File: src/rtl/data_cache.sv
// data_cache: direct-mapped, write-back, write-allocate data cache.
// There are 8 lines of 4 bytes each. The byte address is split as
// {tag[7:5], index[4:2], offset[1:0]}.
//
// Ports:
//   clk, reset      rising-edge clock, synchronous active-high reset
//   read, write     CPU load/store request (level, held while busywait=1)
//   address         CPU byte address
//   writedata       store byte
//   readdata        load byte (combinational on a hit)
//   busywait        CPU stall (combinational)
//   mem_read        registered block fetch request
//   mem_write       registered block write-back request
//   mem_address     registered block address {tag, index}
//   mem_writedata   registered evicted block, byte n in bits [8n+7:8n]
//   mem_readdata    fetched block, same byte order
//   mem_busywait    memory stall; a transfer completes on the first edge where it is low
module data_cache #(
  parameter int unsigned TAG_BITS    = 3,
  parameter int unsigned INDEX_BITS  = 3,
  parameter int unsigned BLOCK_BYTES = 4
) (
  input  logic                                               clk,
  input  logic                                               reset,
  input  logic                                               read,
  input  logic                                               write,
  input  logic [TAG_BITS+INDEX_BITS+$clog2(BLOCK_BYTES)-1:0] address,
  input  logic [7:0]                                         writedata,
  output logic [7:0]                                         readdata,
  output logic                                               busywait,
  output logic                                               mem_read,
  output logic                                               mem_write,
  output logic [TAG_BITS+INDEX_BITS-1:0]                     mem_address,
  output logic [8*BLOCK_BYTES-1:0]                           mem_writedata,
  input  logic [8*BLOCK_BYTES-1:0]                           mem_readdata,
  input  logic                                               mem_busywait
);

  localparam int unsigned OFF_BITS = $clog2(BLOCK_BYTES);
  localparam int unsigned ADDR_W   = TAG_BITS + INDEX_BITS + OFF_BITS;
  localparam int unsigned LINES    = 1 << INDEX_BITS;
  localparam int unsigned BLOCK_W  = 8 * BLOCK_BYTES;

  typedef enum logic [1:0] {IDLE, WRITE_BACK, MEM_READ, UPDATE} state_t;

  state_t                state;
  logic [BLOCK_W-1:0]    data_q [LINES];
  logic [TAG_BITS-1:0]   tag_q  [LINES];
  logic [LINES-1:0]      valid_q;
  logic [LINES-1:0]      dirty_q;

  logic [TAG_BITS-1:0]   tag_f;
  logic [INDEX_BITS-1:0] idx;
  logic [OFF_BITS-1:0]   off;
  logic                  hit;
  logic                  access;

  assign tag_f  = address[ADDR_W-1 -: TAG_BITS];
  assign idx    = address[OFF_BITS +: INDEX_BITS];
  assign off    = address[OFF_BITS-1:0];
  assign access = read | write;
  assign hit    = valid_q[idx] && (tag_q[idx] == tag_f);

  always_comb begin
    busywait = (state != IDLE) || (access && !hit);
    readdata = '0;
    if (state == IDLE && hit && read && !write)
      readdata = data_q[idx][{off, 3'b000} +: 8];
  end

  // The data array is not reset. A line's contents only matter while its valid bit is set.
  always_ff @(posedge clk) begin
    if (state == UPDATE)
      data_q[idx] <= mem_readdata;
    else if (state == IDLE && write && hit)
      data_q[idx][{off, 3'b000} +: 8] <= writedata;
  end

  // The memory-side outputs are registered. Each transfer therefore begins on
  // the edge that follows miss detection. A write-back hands off directly to
  // the fetch without dropping the request for a cycle.
  always_ff @(posedge clk) begin
    if (reset) begin
      state         <= IDLE;
      valid_q       <= '0;
      dirty_q       <= '0;
      mem_read      <= 1'b0;
      mem_write     <= 1'b0;
      mem_address   <= '0;
      mem_writedata <= '0;
    end else begin
      unique case (state)
        IDLE: begin
          if (write && hit) begin
            dirty_q[idx] <= 1'b1;
          end else if (access && !hit) begin
            if (valid_q[idx] && dirty_q[idx]) begin
              state         <= WRITE_BACK;
              mem_write     <= 1'b1;
              mem_address   <= {tag_q[idx], idx};
              mem_writedata <= data_q[idx];
            end else begin
              state       <= MEM_READ;
              mem_read    <= 1'b1;
              mem_address <= {tag_f, idx};
            end
          end
        end
        WRITE_BACK: begin
          if (!mem_busywait) begin
            state       <= MEM_READ;
            mem_write   <= 1'b0;
            mem_read    <= 1'b1;
            mem_address <= {tag_f, idx};
          end
        end
        MEM_READ: begin
          if (!mem_busywait) begin
            state    <= UPDATE;
            mem_read <= 1'b0;
          end
        end
        UPDATE: begin
          tag_q[idx]   <= tag_f;
          valid_q[idx] <= 1'b1;
          dirty_q[idx] <= 1'b0;
          state        <= IDLE;
        end
        default: state <= IDLE;
      endcase
    end
  end

endmodule

File: config.mk
export PLATFORM = sky130hd
export DESIGN_NAME = data_cache
export DESIGN_NICKNAME = d
export VERILOG_FILES = /design/src/rtl/data_cache.sv
export SDC_FILE = /design/constraint.sdc
export NUM_CORES = 1
export LEC_CHECK = 0
export ABC_AREA = 0
export BUFFER_PORTS_ARGS = -buffer_cell sky130_fd_sc_hd__buf_2
export CORE_UTILIZATION = 60
export CTS_CLUSTER_DIAMETER = 200
export CTS_CLUSTER_SIZE = 28
export DETAILED_ROUTE_END_ITERATION = 16
export PLACE_DENSITY_LB_ADDON = 0.15
export SYNTH_ARGS = -nofsm -noshare
export SYNTH_HDL_FRONTEND = slang
export SYNTH_SLANG_ARGS = --single-unit
File: constraint.sdc
create_clock -name clk -period 5.12 [get_ports clk]
set_input_delay 0.256 -clock clk [delete_from_list [all_inputs] [get_ports clk]]
set_output_delay 0.256 -clock clk [all_outputs]
set_load 0.1 [all_outputs]
==> results of run 1 <==
## synthesized netlist by cell type (6+ instances only)
master / number
buf_1: 9
nand3b_1: 6
clkbuf_1: 24
a22o_1: 14
a311oi_1: 7
nor2b_1: 8
mux2i_1: 83
o21ai_0: 6
mux2_2: 25
a221oi_1: 30
a211oi_1: 34
inv_1: 41
edfxtp_1: 280
o22ai_1: 15
mux4_2: 30
dfxtp_1: 58
a21oi_1: 28
a21o_1: 10
buf_2: 21
ha_1: 10
a22oi_1: 19
nor2_1: 114
nand2_1: 55
## power breakdown
part	internal [W]	total (W)	switching (W)
sequential	0.00306	0.00310	0.0000382
combinational	0.000269	0.00103	0.000766
clock	0.000626	0.00146	0.000834
## worst min-delay path by stage
stage | start | end | slack (ps) | depth (start not counted)
finish | mem_busywait | mem_write | 50 | 3
detailed placement | valid_q[5] | valid_q[5] | 440 | 1
global placement | valid_q[5] | valid_q[5] | 440 | 1
global route | mem_busywait | mem_write | 70 | 3
floorplan | address[5] | tag_q[0][0] | 350 | 0
CTS | mem_busywait | mem_write | 50 | 3
## registers in the layout, summed over array words and instances, names as in the netlist, named ones only
name           cells
data_q           256
mem_writedata     32
tag_q             24
valid_q            8
mem_address        6
state              2
mem_read           1
mem_write          1
## through the flow
step                instance area, um2  utilization [%]  cells
finish                           15800             69.2   1412
global route                     15800             69.2   1412
CTS                              15800             69.2   1412
detailed placement               15300             67.1   1389
global placement                 15300             67.1   1389
floorplan                        14100                -    972
## final cells by class
type	count	share of cell area [%]
flip-flops and latches	338	60.5
multi-input cells	533	26.1
repair buffers	160	6.85
clock buffers	22	2.81
well taps	313	2.48
inverters	45	1.07
clock inverters	1	0.190
## layer usage
metal  vias to the layer above  GRT usage [%]
li1                       3955              -
met1                      4421           44.8
met2                       557           48.6
met3                        66           6.13
met4                         0           11.1
met5                         -              0
## worst max-delay path, delay by kind of cell, from the launching register on
kind	cells	cell delay (ps)
AO/OA/AOI/OAI	1	550
flip-flops	1	370
multiplexers	3	1410
AND/OR/NAND/NOR	3	1470
## cells by family after synthesis
| group | count (synthesis) | synth area share [%] |
|---|---|---|
| DFF | 338 | 67.9 |
| and+or+nand+nor | 208 | 6.31 |
| AOI/OAI and AO/OA | 177 | 9.31 |
| muxes | 138 | 12.7 |
| buffers and inverters | 101 | 2.95 |
| adders and majority gates | 10 | 0.887 |
## cells in the final DEF (no fill, tap or decap), types with 14 or more instances in the layout
cell type and count:
dfxtp_1 58, buf_2 92, mux2i_1 83, a21oi_1 27, nor2_1 114, a221oi_1 30
a22o_1 14, nand2_1 55, edfxtp_1 280, o22ai_1 15, a22oi_1 19, inv_1 41
mux4_2 30, buf_4 59, mux2_2 25, a211oi_1 34, clkbuf_16 17
==> impl_metrics.json, run 1 <==
{
  "rsz0062_at_grt": "no",
  "vias": 8999,
  "syn_area_per_cell_um2": 14.5,
  "preCtsSetupSlack_ps": 772,
  "ctsHoldBuffers": 0,
  "cp_cell_sequence": "mux2_2 > mux4_2 > or3_1 > a222oi_1 > and3_1 > nand3b_1 > mux2i_1",
  "multi_input_area_mm2": 0.00413,
  "route.met3.wl_mm": 4.26,
  "cp-end-kind": "register",
  "synth_edf_count": 280,
  "start_kind": "register",
  "cap_violations": 0,
  "drcViolationCount": 0,
  "antenna_found_initial": 0,
  "synth_area_mm2": 0.0141,
  "fin_nets": 1157,
  "path_max_fanout": 9,
  "status": "finished, final reports clean",
  "ioPinCount": 102,
  "initial_utilization_pct": 61.7,
  "overflow": 0,
  "drive_gt1_share_pct": 22.2,
  "ys_warn_count": 0,
  "cts_tree": "done",
  "setup_viol": 0,
  "fillers": 1616,
  "clk_latency_ps": 530,
  "route.met2.wl_mm": 16.8,
  "die_w_um": 155,
  "numCtsBuffers": 16,
  "synth_top_area_share_pct": 59.6,
  "power_w": 0.00560,
  "hold_viol": 0,
  "cts_max_path_buffers": 3,
  "reg2regPathDepth": 7,
  "crit_start": "tag_q[3][2]",
  "finalCriticalPeriod_ps": 4090,
  "postRouteWirelength_mm": 36.9,
  "synth.area.top_cells": "edfxtp_1 (60%), dfxtp_1 (8.2%), mux2i_1 (5.9%), mux4_2 (4.8%), nor2_1 (3.0%)",
  "clock_sinks": 338,
  "diodes": 0,
  "num_rows": 55,
  "wire_per_inst_um": 26.1,
  "synthArstFlopShare_pct": 0,
  "post-cts-setup-buffers": 0,
  "drt_iter0_drc": 909,
  "antenna_left": 0,
  "synth_nets": 1035,
  "ir_drop_mv": 0.381,
  "synth_ff_type": "edfxtp_1",
  "slowest_stage": "mux2i_1",
  "ys_seq_area_share_pct": 67.9,
  "finalCritPeriodShare_pct": 79.8,
  "vias_per_cell": 6.37,
  "timing.hold.ws_ps": 51.6,
  "cp.required_ps": 5360,
  "htreeDepth": 1,
  "worstPathArrival_ps": 4330,
  "drv_slew": 0,
  "core_area_mm2": 0.0228,
  "track_usage_pct": 31.4,
  "r2r_end": "data_q[3][18]",
  "critPathCapture": "data_q[3][18]",
  "wl_met1_mm": 14.6,
  "grt_max_degree": 70,
  "finalSetupTns_ps": 0,
  "fp.dieH_um": 155,
  "clockRootBuffer": "clkbuf_16",
  "synth_seq_cells": 338,
  "topRoutingLayerUsed": "met4",
  "netlist_instances": 972,
  "p_leak_nw": 5.87,
  "worst_hold_path_type": "in2reg",
  "max_freq_ghz": 0.245,
  "grt_pass1_wl_mm": 54.5,
  "synth_top_area_cell": "edfxtp_1",
  "syn2layout_area_growth_pct": 12.1,
  "portBuffers": 101,
  "power_density_mw_per_mm2": 354,
  "cpPeakStageDelay_ps": 640,
  "dieArea_mm2": 0.0241,
  "detail_route.first_pass.iterations": 5,
  "hpwl_mm": 25.3,
  "tightest_slew_ps": 1210,
  "seq_area_mm2": 0.00957,
  "r2r_start": "tag_q[3][2]",
  "slew_headroom_pct": 18.8,
  "gp_congestion": 0.860,
  "clk_pin_slew_ps": 120,
  "setup_ws_ps": 1030,
  "fin_skew_ps": 41.9,
  "crit_type": "reg2reg",
  "ys_types": 46,
  "rrSetupSlack_ps": 1030,
  "grt_pass1_vias": 8615,
  "cts_resized": 0
}
No activity file was read; power rests on OpenSTA's default activity.
==> run 2: changes to the inputs <==
- ABC_AREA: 0 -> 1
- clock period: 5.12 -> 4.3 ns (I/O delays scaled with it)
==> impl_metrics.json, run 2 <==
{
  "grt_max_degree": 51,
  "path_max_fanout": 8,
  "reg2regPathDepth": 15,
  "finalCritPeriodShare_pct": 80.8,
  "rsz0062_at_grt": "no",
  "synth_seq_cells": 338,
  "synth.area.top_cells": "edfxtp_1 (59%), nand2_1 (10%), dfxtp_1 (8.2%), a21oi_1 (2.5%), inv_1 (2.2%)",
  "dieArea_mm2": 0.0243,
  "fin_skew_ps": 41.2,
  "clock_sinks": 338,
  "max_freq_ghz": 0.288,
  "ys_types": 41,
  "layout_common_cells": "nand2_1 (384), edfxtp_1 (280), buf_2 (101)",
  "cp-end-kind": "primary output",
  "yosysMostFrequentCell": "nand2_1",
  "drcViolationCount": 0,
  "dp.cells": 1636,
  "diodes": 0,
  "syn2layout_area_growth_pct": 8.79,
  "registers.top_by_ff_count": "data_q",
  "start_kind": "register",
  "antenna_left": 0,
  "post-cts-setup-buffers": 0,
  "use_met1_pct": 42.1,
  "fin_area_mm2": 0.0155,
  "drive_gt1_share_pct": 14.0,
  "p_leak_nw": 5.86,
  "overflow": 0,
  "fillers": 1751,
  "htreeDepth": 1,
  "grtUsageMet2_pct": 48.5,
  "placed_cell_area_mm2": 0.0150,
  "gp_congestion": 0.878,
  "worstPathArrival_ps": 3260,
  "synth_common_cells": "nand2_1 (384), edfxtp_1 (280), inv_1 (85)",
  "grt_pass1_vias": 9342,
  "grt-busiest-layer": "met2",
  "portBuffers": 101,
  "power_density_mw_per_mm2": 409,
  "hpwl_mm": 23.7,
  "cap_violations": 0,
  "ys_seq_area_share_pct": 67.4,
  "fp.dieH_um": 156,
  "synth_nets": 1327,
  "vias_per_cell": 5.90,
  "track_usage_pct": 30.4,
  "status": "finished, final reports clean",
  "num_rows": 55,
  "clk_latency_ps": 530,
  "finalCriticalPeriod_ps": 3470,
  "cts_tree": "done",
  "cp.required_ps": 4090,
  "initial_utilization_pct": 62.0,
  "clk_pin_slew_ps": 110,
  "vias": 9816,
  "fin_nets": 1404,
  "ctsHoldBuffers": 0,
  "drv_slew": 0,
  "hold_viol": 0,
  "crit_start": "tag_q[2][0]",
  "finalSetupTns_ps": 0,
  "syn_area_per_cell_um2": 11.2,
  "grt_pass1_wl_mm": 54.3,
  "clockRootBuffer": "clkbuf_16",
  "ioPinCount": 102,
  "synth_edf_count": 280,
  "numCtsBuffers": 16,
  "synth_top_area_cell": "edfxtp_1",
  "final_common_cell": "nand2_1",
  "cts_max_path_buffers": 3,
  "wire_per_inst_um": 21.3,
  "min_from": "address[7]",
  "postRouteWirelength_mm": 35.5,
  "reg_top3": "data_q (256), mem_writedata (32), tag_q (24)",
  "r2r_start": "tag_q[2][0]",
  "use_met3_pct": 4.64,
  "ys_warn_count": 0,
  "largest_reg_flops": 256,
  "core_area_mm2": 0.0229,
  "min_path_cells": 1,
  "setup_viol": 0,
  "synth_area_mm2": 0.0142,
  "antenna_found_initial": 0,
  "synth_ff_type": "edfxtp_1",
  "die_w_um": 156,
  "tightest_slew_ps": 1260,
  "synth_top_area_share_pct": 59.2,
  "ir_drop_mv": 0.383,
  "crit_type": "reg2out",
  "layout.cells.non_filler": 1663,
  "slew_headroom_pct": 16.0,
  "detail_route.first_pass.iterations": 5,
  "synthArstFlopShare_pct": 0,
  "netlist_instances": 1264,
  "cts_resized": 0,
  "worst_hold_path_type": "in2reg",
  "drt_iter0_drc": 970
}
## run 2: changes by cell type in the layout (fill, tap and decap cells not counted), moves of 11 or more
cell	change
a211oi_1	-33
a21oi_1	+45
buf_4	-40
inv_1	+44
mux2_2	-25
mux2i_1	-82
mux4_2	-30
nand2_1	+329
nand3_1	+58
nand4_1	+20
nor2_1	-73
o21ai_0	+15
o21ai_2	+28
o22ai_1	-11
## run 2: critical path, cell delays in order (launching register included)
cell,delay [ps]
edfxtp_1,440
nand2_1,90
nand2_1,50
nand2_1,50
nand2_1,50
nand2_1,60
nand2_1,90
nand2_1,70
nand2_1,40
nor2_1,220
nand2_4,130
nor2_8,190
nand3b_1,380
a21oi_1,370
buf_2,490
## run 2: cell families (layout without fill, tap and decap cells)
kind of cell | count (synthesis) | after routing | share of synthesized area (%)
simple gates | 532 | 532 | 16.1
compound gates | 227 | 227 | 10.9
mux | 1 | 1 | 0.0705
flops | 338 | 338 | 67.4
buf+inv | 156 | 242 | 4.67
fa+ha+maj | 10 | 10 | 0.881
## run 2: worst paths after layout
kind	end	slack, ps
hold / removal	tag_q[7][2]	30
setup reg to reg	data_q[5][8]	1410
hold reg to reg	mem_address[3]	460
setup / recovery	readdata[5]	830
## run 2: cell type report
class | instances | area (um2) | share of cell area (%)
clock buffer | 26 | 459 | 2.97
clock inverter | 1 | 30.0 | 0.194
inverter | 94 | 353 | 2.28
multi-input combinational | 770 | 3980 | 25.8
sequential | 338 | 9570 | 61.9
tap | 313 | 392 | 2.53
timing repair buffer | 121 | 668 | 4.32
## run 2: report_power, final
part	total [W]	internal (W)	switching, W
combinational	0.000900	0.000207	0.000692
sequential	0.00366	0.00363	0.0000323
clock	0.00176	0.000759	0.00100
total	0.00633	0.00460	0.00173
## run 2: routing by layer
layer / routed length (um) / vias up / share of wire [%]
li1: - / 4574 / -
met2: 16500 / 507 / 46
met5: 0 / - / 0
met1: 14500 / 4648 / 41
met4: 1490 / 0 / 4.2
met3: 2980 / 87 / 8.4
## run 2: per-stage QoR
step | hold slack, ps | utilization (%) | power, W | setup WS (ps)
6_report | 28.8 | 67.4 | 0.00633 | 827
5_1_grt | 31.9 | 67.4 | 0.00651 | 724
3_5_place_dp | 450 | 65.3 | 0.00463 | 1010
3_3_place_gp | 442 | 65.3 | 0.00462 | 1020
4_1_cts | 21.5 | 67.4 | 0.00632 | 896
2_1_floorplan | 314 | - | 0.00437 | 1010
==> run 3: changes to the inputs <==
- ABC_AREA: 1 -> 0
- clock period: 4.3 -> 3.4 ns (I/O delays scaled with it)
==> impl_metrics.json, run 3 (synthesis results as in run 1) <==
{
  "setup_viol": 8,
  "fin_nets": 1198,
  "drt_iter0_drc": 938,
  "reg2regPathDepth": 10,
  "cp-end-kind": "primary output",
  "power_density_mw_per_mm2": 518,
  "final_common_cell": "edfxtp_1",
  "worst_hold_path_type": "in2reg",
  "crit_type": "reg2out",
  "p_leak_nw": 5.91,
  "clock_sinks": 338,
  "fin_skew_ps": 42.8,
  "min_from": "reset",
  "cts_tree": "done",
  "r2r_end": "data_q[7][23]",
  "track_usage_pct": 31.4,
  "rsz0062_at_grt": "yes",
  "grt_pass1_wl_mm": 54.7,
  "status": "finished, violations left",
  "cpPeakStageDelay_ps": 500,
  "timing.hold.ws_ps": 95.6,
  "ir_drop_mv": 0.508,
  "max_freq_ghz": 0.282,
  "numCtsBuffers": 16,
  "slowest_stage": "mux4_2",
  "finalSetupTns_ps": -1000,
  "finalCriticalPeriod_ps": 3540,
  "clockRootBuffer": "clkbuf_16",
  "num_rows": 55,
  "tightest_slew_ps": 816,
  "detail_route.first_pass.iterations": 5,
  "r2r_start": "tag_q[7][2]",
  "initial_utilization_pct": 61.7,
  "slew_headroom_pct": 45.6,
  "vias": 9113,
  "setup_ws_ps": -143,
  "core_area_mm2": 0.0228,
  "die_w_um": 155,
  "critPathCapture": "readdata[2]",
  "drive_gt1_share_pct": 28.3,
  "start_kind": "register",
  "cap_violations": 0,
  "worstPathArrival_ps": 3370,
  "grt_max_degree": 65,
  "postRouteWirelength_mm": 37.0,
  "crit_start": "tag_q[7][2]",
  "registers.top_by_ff_count": "data_q",
  "antenna_left": 0,
  "vias_per_cell": 6.27,
  "wire_per_inst_um": 25.4,
  "drv_slew": 0,
  "finalCritPeriodShare_pct": 104,
  "drcViolationCount": 0,
  "portBuffers": 101,
  "path_max_fanout": 8,
  "largest_reg_flops": 256,
  "syn2layout_area_growth_pct": 16.1,
  "cp.required_ps": 3230,
  "reg_top3": "data_q (256), mem_writedata (32), tag_q (24)",
  "fp.dieH_um": 155,
  "cts_max_path_buffers": 3,
  "grt_pass1_vias": 8629,
  "antenna_found_initial": 0,
  "fillers": 1551,
  "gp_congestion": 0.859,
  "violations": "negative setup slack",
  "htreeDepth": 1,
  "clk_latency_ps": 520,
  "diodes": 0,
  "hold_viol": 0,
  "cp_cell_sequence": "mux2_2 > mux4_2 > or3_1 > a222oi_1 > buf_4 > and2_4 > nand3b_1 > buf_8 > nor2_4 > buf_12",
  "layout_common_cells": "edfxtp_1 (280), nor2_1 (106), buf_2 (92)",
  "ioPinCount": 102,
  "hpwl_mm": 25.2,
  "overflow": 0,
  "clk_pin_slew_ps": 110,
  "rrSetupSlack_ps": 70,
  "dieArea_mm2": 0.0241
}
-- run 3: cell count changes in the layout (fill, tap and decap cells not counted), sizes merged, moves of 24 or more --
cell | previous run | this run
a211oi | 1 | 34
a21oi | 72 | 28
buf | 121 | 197
inv | 89 | 43
mux2 | 0 | 25
mux2i | 1 | 83
mux4 | 0 | 30
nand2 | 389 | 55
nand3 | 60 | 1
nand4 | 24 | 0
nor2 | 47 | 115
o21ai | 55 | 6
-- run 3: area by class of cell --
type | count | area, um2 | share of cell area, %
inverter | 45 | 169 | 1.03
tap | 313 | 392 | 2.39
sequential | 338 | 9570 | 58.4
clock inverter | 1 | 30.0 | 0.183
clock buffer | 22 | 444 | 2.71
multi-input combinational | 533 | 4320 | 26.4
timing repair buffer | 201 | 1450 | 8.86
-- run 3: what timing repair did --
action	CTS	global route
endpoints found under the setup margin	131	312
pin swaps	11	1
hold buffers	4	0
resized for setup	21	33
hold endpoints to repair	25	0
setup buffers	1	1
-- run 3: worst max-delay path: cells and delay by family (launching register included) --
kind	cells	cell delay [ps]
DFF	1	370
muxes	2	770
AOI/OAI and AO/OA	1	430
and+or+nand+nor	4	700
buffers and inverters	3	560
-- run 3: per-stage QoR --
step	power, W	std cells	instance area (um2)	setup WS (ps)	utilization [%]
floorplan	0.00590	972	14100	-340	-
global placement	0.00633	1424	15600	6.39	68.5
detailed placement	0.00636	1424	15600	-96.6	68.5
CTS	0.00848	1452	16200	-104	71.1
global route	0.00875	1453	16400	-229	71.7
finish	0.00849	1453	16400	-143	71.7
-- run 3: how the worst min path moves through the flow --
stage	endpoint	slack [ps]	cells after the start
finish	valid_q[0]	100	3
global placement	valid_q[2]	440	1
CTS	valid_q[0]	90	3
detailed placement	valid_q[2]	440	1
floorplan	tag_q[0][0]	270	0
global route	valid_q[7]	110	3
-- run 3: per-layer routing --
metal,up-vias,global-route usage (%),wire [um]
li1,4033,-,-
met1,4420,43.9,14300
met3,105,6.52,4120
met5,-,0,0
met4,0,12.8,1780
met2,555,48.7,16800
-- run 3: power breakdown --
part	leakage (nW)	internal (W)	switching (W)	total (W)
sequential	2.99	0.00461	0.0000579	0.00467
clock	0.227	0.000941	0.00124	0.00218
combinational	2.69	0.000460	0.00118	0.00164
